`src/rtl/arc4_pkg.sv`:
```
// Shared definitions for the ARC4 key-search scheduler.
//   KEY_W          - width of a key candidate
//   sched_state_t  - scheduler FSM state encoding
//   next_candidate - key advance that holds at the last key instead of wrapping
package arc4_pkg;

    localparam int KEY_W = 24;

    typedef enum logic [1:0] {
        ST_IDLE  = 2'd0,
        ST_RUN   = 2'd1,
        ST_DRAIN = 2'd2,
        ST_DONE  = 2'd3
    } sched_state_t;

    function automatic logic [KEY_W-1:0] next_candidate(
        input logic [KEY_W-1:0] cur,
        input logic [KEY_W-1:0] last
    );
        return (cur == last) ? cur : cur + KEY_W'(1);
    endfunction

endpackage

```
`src/rtl/rr_arbiter.sv`:
```
// Round-robin arbiter selecting one free crack core per cycle.
//   clk, rst_n - clock, async active-low reset (pointer returns to index 0)
//   req        - per-core request (core is free)
//   accept     - grant was used this cycle; advance pointer past the winner
//   grant      - one-hot grant, zero when no request is pending
module rr_arbiter #(
    parameter int N = 2
) (
    input  logic         clk,
    input  logic         rst_n,
    input  logic [N-1:0] req,
    input  logic         accept,
    output logic [N-1:0] grant
);

    localparam int PW = (N > 1) ? $clog2(N) : 1;

    // ptr is the highest-priority index, i.e. one past the last winner.
    logic [PW-1:0] ptr;
    logic [PW-1:0] gidx;
    logic          found;

    // Two passes: indices at/after ptr first, then the wrapped-around ones.
    always_comb begin
        grant = '0;
        gidx  = '0;
        found = 1'b0;
        for (int j = 0; j < N; j++) begin
            if (!found && req[j] && (j >= int'(ptr))) begin
                grant[j] = 1'b1;
                gidx     = PW'(j);
                found    = 1'b1;
            end
        end
        for (int j = 0; j < N; j++) begin
            if (!found && req[j] && (j < int'(ptr))) begin
                grant[j] = 1'b1;
                gidx     = PW'(j);
                found    = 1'b1;
            end
        end
    end

    always_ff @(posedge clk or negedge rst_n) begin
        if (!rst_n) begin
            ptr <= '0;
        end else if (accept && found) begin
            ptr <= (gidx == PW'(N - 1)) ? '0 : gidx + PW'(1);
        end
    end

endmodule

```
`src/rtl/crack_sched.sv`:
```
// Dispatches ARC4 key candidates to NUM_CORES crack cores and collects the
// first passing key.
//   clk, rst_n          - clock, async active-low reset
//   en / rdy            - start request, accepted only while rdy=1
//   key_valid / key     - result of the last search
//   core_en / core_key  - one-hot dispatch pulse and shared candidate bus
//   core_done / core_ok - per-core completion pulse and pass flag
//
// state    | meaning
// ---------+-----------------------------------------------------------
// ST_IDLE  | after reset, waiting for en
// ST_RUN   | dispatching candidates to free cores
// ST_DRAIN | no more dispatches, waiting for in-flight cores to finish
// ST_DONE  | result held, waiting for en to start a new search
module crack_sched
    import arc4_pkg::*;
#(
    parameter int               NUM_CORES = 2,
    parameter logic [KEY_W-1:0] LAST_KEY  = 24'hFFFFFF
) (
    input  logic                 clk,
    input  logic                 rst_n,
    input  logic                 en,
    output logic                 rdy,
    output logic                 key_valid,
    output logic [KEY_W-1:0]     key,
    output logic [NUM_CORES-1:0] core_en,
    output logic [KEY_W-1:0]     core_key,
    input  logic [NUM_CORES-1:0] core_done,
    input  logic [NUM_CORES-1:0] core_ok
);

    sched_state_t          state;
    logic [KEY_W-1:0]      next_key;
    logic [NUM_CORES-1:0]  inflight;
    logic [NUM_CORES-1:0]  grant;
    logic [NUM_CORES-1:0]  done_hit;
    logic [NUM_CORES-1:0]  ok_hit;
    logic [KEY_W-1:0]      assigned_key [NUM_CORES];
    logic [KEY_W-1:0]      ok_key;
    logic                  start;
    logic                  term;
    logic                  dispatch;

    assign rdy      = (state == ST_IDLE) || (state == ST_DONE);
    assign start    = rdy && en;
    // Completions from cores we never dispatched to (e.g. pre-reset work) are dropped.
    assign done_hit = core_done & inflight;
    assign ok_hit   = done_hit & core_ok;
    assign term     = (state == ST_RUN) && (|ok_hit);
    // A terminating pass result wins over a dispatch in the same cycle.
    assign dispatch = (state == ST_RUN) && !term && (|grant);
    assign core_en  = dispatch ? grant : '0;
    assign core_key = dispatch ? next_key : '0;

    rr_arbiter #(.N(NUM_CORES)) u_arb (
        .clk    (clk),
        .rst_n  (rst_n),
        .req    (~inflight),
        .accept (dispatch),
        .grant  (grant)
    );

    // Descending scan so the lowest passing index is the one kept.
    always_comb begin
        ok_key = '0;
        for (int i = NUM_CORES - 1; i >= 0; i--) begin
            if (ok_hit[i]) ok_key = assigned_key[i];
        end
    end

    always_ff @(posedge clk or negedge rst_n) begin
        if (!rst_n) begin
            state     <= ST_IDLE;
            key_valid <= 1'b0;
            key       <= '0;
            next_key  <= '0;
        end else begin
            case (state)
                ST_IDLE, ST_DONE: begin
                    if (en) begin
                        state     <= ST_RUN;
                        key_valid <= 1'b0;
                        key       <= '0;
                        next_key  <= '0;
                    end
                end
                ST_RUN: begin
                    if (term) begin
                        key       <= ok_key;
                        key_valid <= 1'b1;
                        state     <= ST_DRAIN;
                    end else if (dispatch) begin
                        if (next_key == LAST_KEY) state <= ST_DRAIN;
                        next_key <= next_candidate(next_key, LAST_KEY);
                    end
                end
                ST_DRAIN: begin
                    if (inflight == '0) state <= ST_DONE;
                end
                default: state <= ST_IDLE;
            endcase
        end
    end

    // A core's busy bit falls the cycle after its done pulse, so it is
    // re-eligible for dispatch from that cycle on.
    always_ff @(posedge clk or negedge rst_n) begin
        if (!rst_n) begin
            inflight <= '0;
        end else if (start) begin
            inflight <= '0;
        end else begin
            inflight <= (inflight & ~done_hit) | core_en;
        end
    end

    always_ff @(posedge clk or negedge rst_n) begin
        if (!rst_n) begin
            for (int i = 0; i < NUM_CORES; i++) assigned_key[i] <= '0;
        end else begin
            for (int i = 0; i < NUM_CORES; i++) begin
                if (core_en[i]) assigned_key[i] <= next_key;
            end
        end
    end

endmodule

```
`config.mk`:
```
export PLATFORM = sky130hd
export DESIGN_NAME = crack_sched
export DESIGN_NICKNAME = d
export VERILOG_FILES = /design/src/rtl/arc4_pkg.sv /design/src/rtl/rr_arbiter.sv /design/src/rtl/crack_sched.sv
export SDC_FILE = /design/constraint.sdc
export NUM_CORES = 1
export LEC_CHECK = 0
export CAP_MARGIN = 10
export CORE_UTILIZATION = 56
export CTS_CLUSTER_DIAMETER = 50
export CTS_CLUSTER_SIZE = 8
export DETAILED_ROUTE_END_ITERATION = 6
export PLACE_DENSITY = 0.9
export SLEW_MARGIN = 20
export SYNTH_ARGS = -nofsm -noshare
export SYNTH_HDL_FRONTEND = slang
export SYNTH_SLANG_ARGS = --single-unit
```
`constraint.sdc`:
```
create_clock -name clk -period 2.7 [get_ports clk]
set_input_delay 0.54 -clock clk [delete_from_list [all_inputs] [get_ports clk]]
set_output_delay 0.54 -clock clk [all_outputs]
set_load 0.005 [all_outputs]
```
==> metrics.log, run 1 <==
[metrics] largest net degree at the start of global routing: 46
[metrics] synthesized area divided by synthesized cell count: 10.57 um2
[metrics] cell at the root of the clock tree: sky130_fd_sc_hd__clkbuf_8
[metrics] area of the multi-input gates: 2285 um2
[metrics] critical path arrival: approximately 2.1 ns
[metrics] depth of the CTS H-tree: 3
[metrics] dominant cells by area after synthesis: sky130_fd_sc_hd__dfrtp_1, sky130_fd_sc_hd__mux2_2, sky130_fd_sc_hd__o31ai_1
[metrics] total inserted antenna cells: 0
[metrics] detailed router's first-iteration violation count: 309
[metrics] Routed WL: 12.59 mm
[metrics] syn_nets: slightly below 500
[metrics] Placement Rows: 34
[metrics] post-synthesis cell count: approximately 480
[metrics] Yosys Warn Count: 0
[metrics] Peak supply drop: 0.001004 V
[metrics] slew of the pin with the lowest slew margin: around 0.71 ns
[metrics] Seq. cell area: 2552 um2
[metrics] Max Fclk: roughly 380 MHz
[metrics] remaining global-route overflow: 0
[metrics] final setup skew: ~0.014 ns
[metrics] fill cell instance count of the final layout: roughly 640
[metrics] most repeated cell in the gate-level netlist after synthesis: sky130_fd_sc_hd__dfrtp_1
[metrics] register clock-pin slew on the reported worst setup and hold paths: 0.10 ns
[metrics] number of search-and-repair iterations in the first detailed-routing pass: 5
[metrics] Clock Tree Buf Depth: 2
[metrics] routed vias: ~4200
[metrics] number of global-route vias before repair: about 4200
[metrics] latest clock arrival within the worst-skew pair: between 0.3 and 0.4 ns
[metrics] WS Path Type: in2out
[metrics] routability-driven placement congestion ratio: slightly above 0.9
[metrics] die outline height: roughly 97 um
[metrics] PwrDens: between 900 and 1000 nW/um2
[metrics] register area share after synthesis: 0.5061
[metrics] CTS buffer count: 9
[metrics] post-route design area: between 6000 and 7000 um2
[metrics] placed wire-length estimate: roughly 8.2 mm
[metrics] capturing element type of the critical path: output pin
[metrics] final core utilization: 0.7004
[metrics] CP max FO: 12
[metrics] overall die area: approximately 9400 um2
[metrics] chip width: roughly 97 um
[metrics] final net count: between 500 and 600
[metrics] number of unique standard cell types used by synthesis: 50
[metrics] endpoint of the lowest-slack register-to-register path: next_key[12]$_DFFE_PN0P_
[metrics] worst reg2reg startpoint: state[1]$_DFFE_PN0P_
[metrics] Synth Register Bits: 102
[metrics] most instantiated cells after synthesis: sky130_fd_sc_hd__dfrtp_1, sky130_fd_sc_hd__nand2_1, sky130_fd_sc_hd__mux2_2, sky130_fd_sc_hd__o31ai_1, sky130_fd_sc_hd__clkbuf_1
[metrics] endpoints failing hold: 0
[metrics] Std-Cell Core Area: 8721 um2
[metrics] Startpoint Class: primary input
[metrics] number of maximum-capacitance constraint violations: 0
[metrics] depth of the most critical reg-to-reg path: 11
[metrics] global-route usage over all layers: 0.2812
[metrics] final worst path period share: 0.9793
[metrics] standard cell area after detailed placement: slightly below 6000 um2
[metrics] antenna violations before repair: 0
[metrics] setup tns final: 0 ns
[metrics] share of synthesized registers carrying an async set or reset: 1.000
[metrics] first-pass GRT wire length: ~21 mm
[metrics] clock tree from TritonCTS: yes
[metrics] primary flip-flop cell chosen by synthesis mapping: sky130_fd_sc_hd__dfrtp_1
[metrics] hold buffer count at cts: 0
[metrics] cell area after synthesis: about 5000 um2
[metrics] run status: finished, final reports clean
[metrics] share of Yosys cell area claimed by the top area cell type: 0.5061
[metrics] number of sinks driven by the clock tree: 102
[metrics] routed wirelength normalized by instance count: 19.26 um
[metrics] min Tclk post-route: ~2.6 ns
[metrics] port buffer count: 58
[metrics] Register-to-Register Setup Slack: about 0.17 ns
[metrics] Lkg Pwr: 2.859 nW
[metrics] effective utilization at floorplan: 0.5783
[metrics] max-slew violations: 0
[metrics] Crit path required time: roughly 2.2 ns
[metrics] fraction of final layout cells with drive strength greater than 1: 0.2070
[metrics] area growth from synthesis to final layout: 21.11%
[metrics] final number of setup-violating endpoints: 0
[metrics] worst relative slew slack: 0.5282
[metrics] cell taking the most area after synthesis: sky130_fd_sc_hd__dfrtp_1
[metrics] drt via density: about 6.4
[metrics] total power of the final layout: between 5 and 6 mW
[metrics] Antenna Violating Nets Remaining: 0
[metrics] number of placed I/O pins: about 60
[metrics] EDFF count, synth: 0
[metrics] worst min path class: in2async
[metrics] drt drc: 0
==> metal layers <==
layer / share of wire / track usage
met5: 0 / 0
met4: 0.028 / 0.1194
met3: 0.059 / 0.04263
met2: 0.50 / 0.4702
met1: 0.42 / 0.3655
==> report_power, final <==
part | internal [mW] | switching [mW]
combinational | 1.06 | 1.52
sequential | 1.83 | 0.296
clock | 0.376 | 0.561
==> timing repair <==
item,CTS,global route
buffers inserted,5,2
resized for setup,32,7
pin swaps,1,2
gates cloned,1,0
setup endpoints to repair,25,18
==> worst max-delay path, cell delays in order <==
cell                              delay [ns]
sky130_fd_sc_hd__clkdlybuf4s50_1        0.45
sky130_fd_sc_hd__and3_4                 0.22
sky130_fd_sc_hd__a211oi_4               0.22
sky130_fd_sc_hd__buf_4                  0.17
sky130_fd_sc_hd__buf_12                 0.13
sky130_fd_sc_hd__and2_1                 0.13
sky130_fd_sc_hd__dlygate4sd2_1          0.24
==> cell type report <==
cell class | count | area share
Timing Repair Buffer | 99 | 0.1489
Inverter | 8 | 0.005531
Multi-Input combinational cell | 321 | 0.3740
Sequential cell | 102 | 0.4179
Tap cell | 108 | 0.02212
Clock buffer | 10 | 0.02253
Clock inverter | 6 | 0.009013
==> placed cells by master (no fill, tap or decap), types with 3 or more instances in the layout <==
master                            netlist  routed
sky130_fd_sc_hd__a211o_1                5       5
sky130_fd_sc_hd__nand2_1               49      49
sky130_fd_sc_hd__clkinvlp_4             0       3
sky130_fd_sc_hd__nor2_1                10      10
sky130_fd_sc_hd__dfrtp_1              102     102
sky130_fd_sc_hd__nand4_1               12      12
sky130_fd_sc_hd__nor3_1                 9       9
sky130_fd_sc_hd__a31oi_1                6       6
sky130_fd_sc_hd__inv_1                  7       6
sky130_fd_sc_hd__a221o_1                5       5
sky130_fd_sc_hd__a22oi_1               26      26
sky130_fd_sc_hd__clkdlybuf4s50_1        0      30
sky130_fd_sc_hd__o31ai_1               33      32
sky130_fd_sc_hd__o21ai_0               10      10
sky130_fd_sc_hd__o2bb2ai_1              3       3
sky130_fd_sc_hd__mux2_2                44      44
sky130_fd_sc_hd__and3_1                 9       9
sky130_fd_sc_hd__o211ai_1               7       7
sky130_fd_sc_hd__or3_1                  5       5
sky130_fd_sc_hd__dlygate4sd2_1          0      25
sky130_fd_sc_hd__ha_1                   4       3
sky130_fd_sc_hd__a21oi_1                7       7
sky130_fd_sc_hd__nor4_1                 6       6
sky130_fd_sc_hd__clkbuf_8               0      10
sky130_fd_sc_hd__nand3_1               13      11
sky130_fd_sc_hd__and2_1                27      27
sky130_fd_sc_hd__nand2b_1               5       5
sky130_fd_sc_hd__and4_1                 3       3
sky130_fd_sc_hd__buf_4                  1      37
==> sequential cells by signal (all words and copies together), names as in the netlist <==
signal	cells
u_arb.ptr	1
assigned_key	48
state	2
inflight	2
key	24
next_key	24
key_valid	1
==> per-stage QoR <==
step           hold slack (ns)  setup slack, ns  std cells
2_1_floorplan           0.2444           0.3733        477
3_3_place_gp            0.4595          -0.1308        630
3_5_place_dp            0.4634          -0.2082        630
4_1_cts                 0.1550          0.01554        652
5_1_grt                 0.1771         -0.01734        654
6_report                0.1416          0.05601        654
==> worst max-delay path by stage <==
stage	from	end	slack, ns	cells past startpoint
CTS	core_done[0]	core_en[0]	0.02	7
global placement	core_ok[1]	core_key[14]	-0.13	6
finish	core_ok[0]	core_key[6]	0.06	7
global route	state[1]$_DFFE_PN0P_	next_key[9]$_DFFE_PN0P_	-0.02	11
floorplan	state[0]$_DFFE_PN0P_	next_key[21]$_DFFE_PN0P_	0.37	9
detailed placement	core_ok[1]	core_key[6]	-0.21	6
==> cell families (layout without fill, tap and decap cells) <==
| kind of cell | count (synthesis) | in the layout | synth area share |
|---|---|---|---|
| DFF | 102 | 102 | 0.5061 |
| AOI/OAI and AO/OA | 115 | 115 | 0.1704 |
| and+or+nand+nor | 156 | 156 | 0.1637 |
| adders and majority gates | 4 | 4 | 0.009923 |
| muxes | 46 | 46 | 0.1022 |
| buffers and inverters | 54 | 123 | 0.04763 |
Note: power is estimated with default switching activity, not from simulation.
==> inputs of run 2 (changes only) <==
Settings changed: CAP_MARGIN 10 to 20, REMOVE_ABC_BUFFERS set to 1.
==> run 2 against run 1 <==
Against the previous run:
- global-route usage is 2.2 points lower
- first-iteration DRC count increased by 0.65%
- final cell count down 0.61%
- clock skew about the same
- count of clock-buffer cells in the layout is 1 higher
- power is 2.2% lower
- design area is 0.64% lower
- register-to-register slack about the same
==> metrics.log, run 2 (synthesized netlist as in run 1, its figures left out) <==
[metrics] placed wire-length estimate: 7.605 mm (-6.9%)
[metrics] run status: finished, final reports clean
[metrics] die outline height: 96.90 um (unchanged)
[metrics] endpoint of the lowest-slack register-to-register path: next_key[9]$_DFFE_PN0P_
[metrics] endpoints failing hold: 0 (unchanged)
[metrics] total power of the final layout: 5.523 mW (-2.2%)
[metrics] routed wirelength normalized by instance count: 18.28 um (-5.0%)
[metrics] PwrDens: 910.0 nW/um2 (-1.5%)
[metrics] combinational share of power: 0.456 (-0.002)
[metrics] drt drc: 0 (unchanged)
[metrics] min Tclk post-route: 2.644 ns (+0.0002733 ns)
[metrics] Routed WL: 11.89 mm (-5.6%)
[metrics] Std-Cell Core Area: 8721 um2 (unchanged)
[metrics] chip width: 96.90 um (unchanged)
[metrics] area growth from synthesis to final layout: 20.34%
[metrics] CTS buffer count: 9 (unchanged)
[metrics] hold buffer count at cts: 0 (unchanged)
[metrics] net switching fraction of the power: 0.4183 (-0.003176)
[metrics] clock tree from TritonCTS: yes
[metrics] capturing element type of the critical path: output pin
[metrics] CP max FO: 22 (+10)
[metrics] worst reg2reg startpoint: inflight[0]$_DFF_PN0_
[metrics] Crit path required time: 2.16 ns (about the same)
[metrics] port buffer count: 58 (unchanged)
[metrics] switching power: 2.310 mW (-2.9%)
[metrics] Clock Tree Buf Depth: 2 (unchanged)
[metrics] top register by number of flip-flops: assigned_key
[metrics] number of flip-flops under the largest register name: 48 (unchanged)
[metrics] Flop pwr share: 0.384 (+0.008)
[metrics] depth of the CTS H-tree: 3 (unchanged)
[metrics] remaining global-route overflow: 0 (unchanged)
[metrics] register clock-pin slew on the reported worst setup and hold paths: 0.09 ns (about the same)
[metrics] max-slew violations: 0 (unchanged)
[metrics] largest net degree at the start of global routing: 54 (+17%)
[metrics] detailed router's first-iteration violation count: 311 (+0.65%)
[metrics] routing layer with the top usage in global route: met2
[metrics] commonest non-fill, non-tap cell in the layout: sky130_fd_sc_hd__dfrtp_1
[metrics] final worst path period share: 0.9794 (about the same)
[metrics] routed vias: 4070 (-2.3%)
[metrics] final number of setup-violating endpoints: 0 (unchanged)
[metrics] antenna violations before repair: 0 (unchanged)
[metrics] cell at the root of the clock tree: sky130_fd_sc_hd__clkbuf_8
[metrics] final setup skew: 0.01417 ns (-0.0002517 ns)
[metrics] Startpoint Class: flop
[metrics] first-pass GRT wire length: 19.56 mm (-7.3%)
[metrics] met1 Track Usage GR: 0.3529 (-0.01254)
[metrics] overall die area: 9390 um2 (unchanged)
[metrics] minimum setup slack in the final design: 0.05573 ns (-0.0002733 ns)
[metrics] number of sinks driven by the clock tree: 102 (unchanged)
[metrics] slew of the pin with the lowest slew margin: 0.6690 ns (-0.03616 ns)
[metrics] Max Fclk: 378.2 MHz (about the same)
[metrics] number of search-and-repair iterations in the first detailed-routing pass: 5 (unchanged)
[metrics] latest clock arrival within the worst-skew pair: 0.37 ns (about the same)
[metrics] final net count: 549 (-0.54%)
[metrics] Antenna Violating Nets Remaining: 0 (unchanged)
[metrics] depth of the most critical reg-to-reg path: 8 (-3)
[metrics] met3 usage: 0.04263 (unchanged)
[metrics] number of maximum-capacitance constraint violations: 0 (unchanged)
[metrics] number of global-route vias before repair: 3973 (-4.7%)
[metrics] global-route usage over all layers: 0.2597 (-0.02150)
[metrics] number of placed I/O pins: 59 (unchanged)
[metrics] commonest cells after routing, fill and taps aside: sky130_fd_sc_hd__dfrtp_1, sky130_fd_sc_hd__nand2_1, sky130_fd_sc_hd__mux2_2
[metrics] effective utilization at floorplan: 0.5783 (unchanged)
[metrics] Register-to-Register Setup Slack: 0.18 ns (about the same)
[metrics] routability-driven placement congestion ratio: 0.9041 (-0.42%)
[metrics] drt via density: 6.262 (-1.7%)
[metrics] fraction of met2 tracks used by global routing: 0.4030 (-0.06717)
[metrics] Internal Power: 3.213 mW (-1.6%)
[metrics] part of the power in the clock network: 0.160 (-0.006)
[metrics] worst min path class: in2async
[metrics] Peak supply drop: 0.001059 V (+5.5%)
[metrics] fraction of final layout cells with drive strength greater than 1: 0.1974 (-0.009543)
[metrics] Placement Rows: 34 (unchanged)
[metrics] critical path arrival: 2.10 ns (about the same)
[metrics] Lkg Pwr: 2.869 nW (+0.36%)
[metrics] worst relative slew slack: 0.5499 (+0.02173)
[metrics] total inserted antenna cells: 0 (unchanged)
[metrics] WS Path Type: reg2out
[metrics] largest registers: assigned_key (48), key (24), next_key (24)
[metrics] pre-CTS WS: -0.2012 ns (+0.007081 ns)
## run 2: cell types whose count changed in the layout (fill, tap and decap cells not counted), moves of 2 or more
cell	previous run	this run
sky130_fd_sc_hd__dlygate4sd2_1	25	22
sky130_fd_sc_hd__inv_8	2	0
sky130_fd_sc_hd__buf_4	37	34
sky130_fd_sc_hd__dlymetal6s2s_1	1	5
## run 2: per-stage QoR
| step | hold slack [ns] | instances | area, um2 | setup TNS [ns] | util |
|---|---|---|---|---|---|
| after detailed placement | 0.4358 | 630 | 5838 | -5.822 | 0.6694 |
| after global placement | 0.4297 | 630 | 5838 | -3.733 | 0.6694 |
| final | 0.03436 | 650 | 6070 | 0 | 0.6960 |
| after floorplan | 0.2444 | 431 | 4833 | -44.92 | - |
| after CTS | 0.03093 | 645 | 6008 | -0.2086 | 0.6890 |
| after global routing | 0.03275 | 650 | 6070 | -0.2253 | 0.6960 |
## run 2: critical path, cell delays in order (launching register included)
cell                            delay [ns]
sky130_fd_sc_hd__dfrtp_1              0.51
sky130_fd_sc_hd__a21o_1               0.25
sky130_fd_sc_hd__a211oi_4             0.29
sky130_fd_sc_hd__buf_4                0.17
sky130_fd_sc_hd__buf_12               0.15
sky130_fd_sc_hd__and2_1               0.14
sky130_fd_sc_hd__dlygate4sd2_1        0.23
## run 2: power by group through the flow
stage / sequential [mW] / clock, mW / combinational, mW
finish: 2.12 / 0.882 / 2.52
global route: 2.17 / 0.952 / 2.70
CTS: 2.11 / 0.898 / 2.43
detailed placement: 2.14 / 0 / 2.40
global placement: 2.11 / 0 / 2.30
floorplan: 2.06 / 0 / 1.31
## run 2: how the worst max path moves through the flow
| stage | startpoint | end | slack (ns) |
|---|---|---|---|
| after floorplan | state[1]$_DFFE_PN0P_ | next_key[12]$_DFFE_PN0P_ | -1.08 |
| after global placement | core_ok[1] | core_key[10] | -0.14 |
| after detailed placement | core_ok[1] | core_key[13] | -0.20 |
| after CTS | core_ok[1] | core_key[22] | -0.15 |
| after global routing | inflight[0]$_DFF_PN0_ | core_key[19] | -0.02 |
| final | inflight[0]$_DFF_PN0_ | core_key[13] | 0.06 |
## run 2: timing repair
item | 4_1_cts | 5_1_grt
setup endpoints to repair | 25 | 3
gates cloned | 0 | 0
endpoints found under the hold margin | 0 | 0
pin swaps | 2 | 3
resized for setup | 29 | 8
setup buffers | 0 | 5
## run 2: layout make-up
| type | count | area (um2) |
|---|---|---|
| Clock inverter | 4 | 32.53 |
| Tap cell | 108 | 135.1 |
| Sequential cell | 102 | 2552 |
| Clock buffer | 11 | 141.4 |
| Timing Repair Buffer | 96 | 893.4 |
| Fill cell | 635 | 2651 |
| Multi-Input combinational cell | 321 | 2285 |
| Inverter | 8 | 30.03 |
## run 2: routing by layer
metal / routed length [um] / share of wire
met1: 5389 / 0.45
met2: 5695 / 0.48
met3: 511 / 0.043
met4: 288 / 0.024
met5: 0 / 0
==> variant: new RTL, flow settings as in run 1 <==
Re-encode `sched_state_t` (4 states) as one-hot, 4 bits wide.
--- a/src/rtl/arc4_pkg.sv
+++ b/src/rtl/arc4_pkg.sv
@@ -8,7 +8,7 @@
 
-    typedef enum logic [1:0] {
-        ST_IDLE  = 2'd0,
-        ST_RUN   = 2'd1,
-        ST_DRAIN = 2'd2,
-        ST_DONE  = 2'd3
+    typedef enum logic [3:0] {
+        ST_IDLE  = 4'b0001,
+        ST_RUN   = 4'b0010,
+        ST_DRAIN = 4'b0100,
+        ST_DONE  = 4'b1000
     } sched_state_t;
Function: same outputs for any inputs over 4 cycles, from zero or initial values and one cycle with rst_n low; so few cycles prove little.
==> variant against run 1 <==
Cell area decreased by 3.2%. Synthesized area decreased by 4.1%. Via count decreased by 12%. Final cell count decreased by 8.1%. Sequential cell count increased by 2. Setup slack got worse by 0.0024 ns. Wire length decreased by 14%. Clock skew decreased by 0.0043 ns. Count of clock-buffer cells in the layout decreased by 1.
Power is not compared: it rests on default switching activity, and its combinational part moved more than twofold at a synthesized area within 25%.
==> variant: results <==
[run_status]
outcome = finished, final reports clean

[final_layout]
n_fill_cell = 565
drive_gt1_share_pct = 24.6
stdcell_count = 601

[route]
routed-wl-met2_um = 5360
drtIter0Drc = 243
via_count = 3651
met3_length_um = 507
m1WireLength_um = 4650

[global_route]
grt_pass1_wl_um = 18100
grt_pass1_vias = 3667
grt_max_degree = 49

[logic_synthesis]
synth_area_per_cell_um2 = 11.5
synth_seq_area_share_pct = 53.8
synth.net_count = 428
synth_common_cells = dfrtp_1 (103), mux2_2 (49), clkbuf_1 (27)
yosysUniqueCellTypes = 51

[placed_design]
port_buffers = 58
hpwlAfterDp_um = 7200
gp_congestion = 0.862
placedCellCount = 576
dpl-instance-area_um2 = 5630
place_ws_ns = 0.00419

[pwr]
cellLeakagePower_nw = 2.94

[timing]
layout_min_cycle_time_ns = 2.65
relSlewSlack_pct = 54.3
clock_skew_ns = 0.0101
whs_ns = 0.182

[critical_path]
r2r_start = next_key[1]
r2r-end = next_key[10]
path_max_fanout = 7
crit_path_start = state[2]
r2r_cells = 6
endpoint = core_key[22]
cp_slowest_stage_delay_ns = 0.51
==> variant: area by class of cell <==
type	instances	area (um^2)	share of cell area (%)
multi-input combinational	268	2070	35.1
inverter	13	51.3	0.868
tap	105	131	2.22
timing repair buffer	95	877	14.8
sequential	104	2610	44.1
clock inverter	7	46.3	0.783
clock buffer	9	124	2.10
==> variant: what timing repair did <==
item	CTS	global route
resized for setup	31	15
pin swaps	3	3
endpoints found under the setup margin	26	11
buffers inserted	7	2
==> variant: cells by family after synthesis <==
family	after synthesis	synth area share [%]
flops	104	53.8
simple gates	100	11.1
compound gates	93	14.0
mux	73	16.4
buf+inv	48	4.22
xor+xnor	1	0.181
fa+ha+maj	1	0.259
==> variant: routing by layer <==
layer  track usage (%)  vias up
li1                  -     1681
met1              34.7     1817
met2              42.1      130
met3              4.03       23
met4              14.8        0
met5                 0        -
==> variant: power breakdown <==
group	internal (W)	total (W)	switching, W
registers	0.00169	0.00181	0.000120
clock network	0.000337	0.000872	0.000534
logic	0.000417	0.000974	0.000558
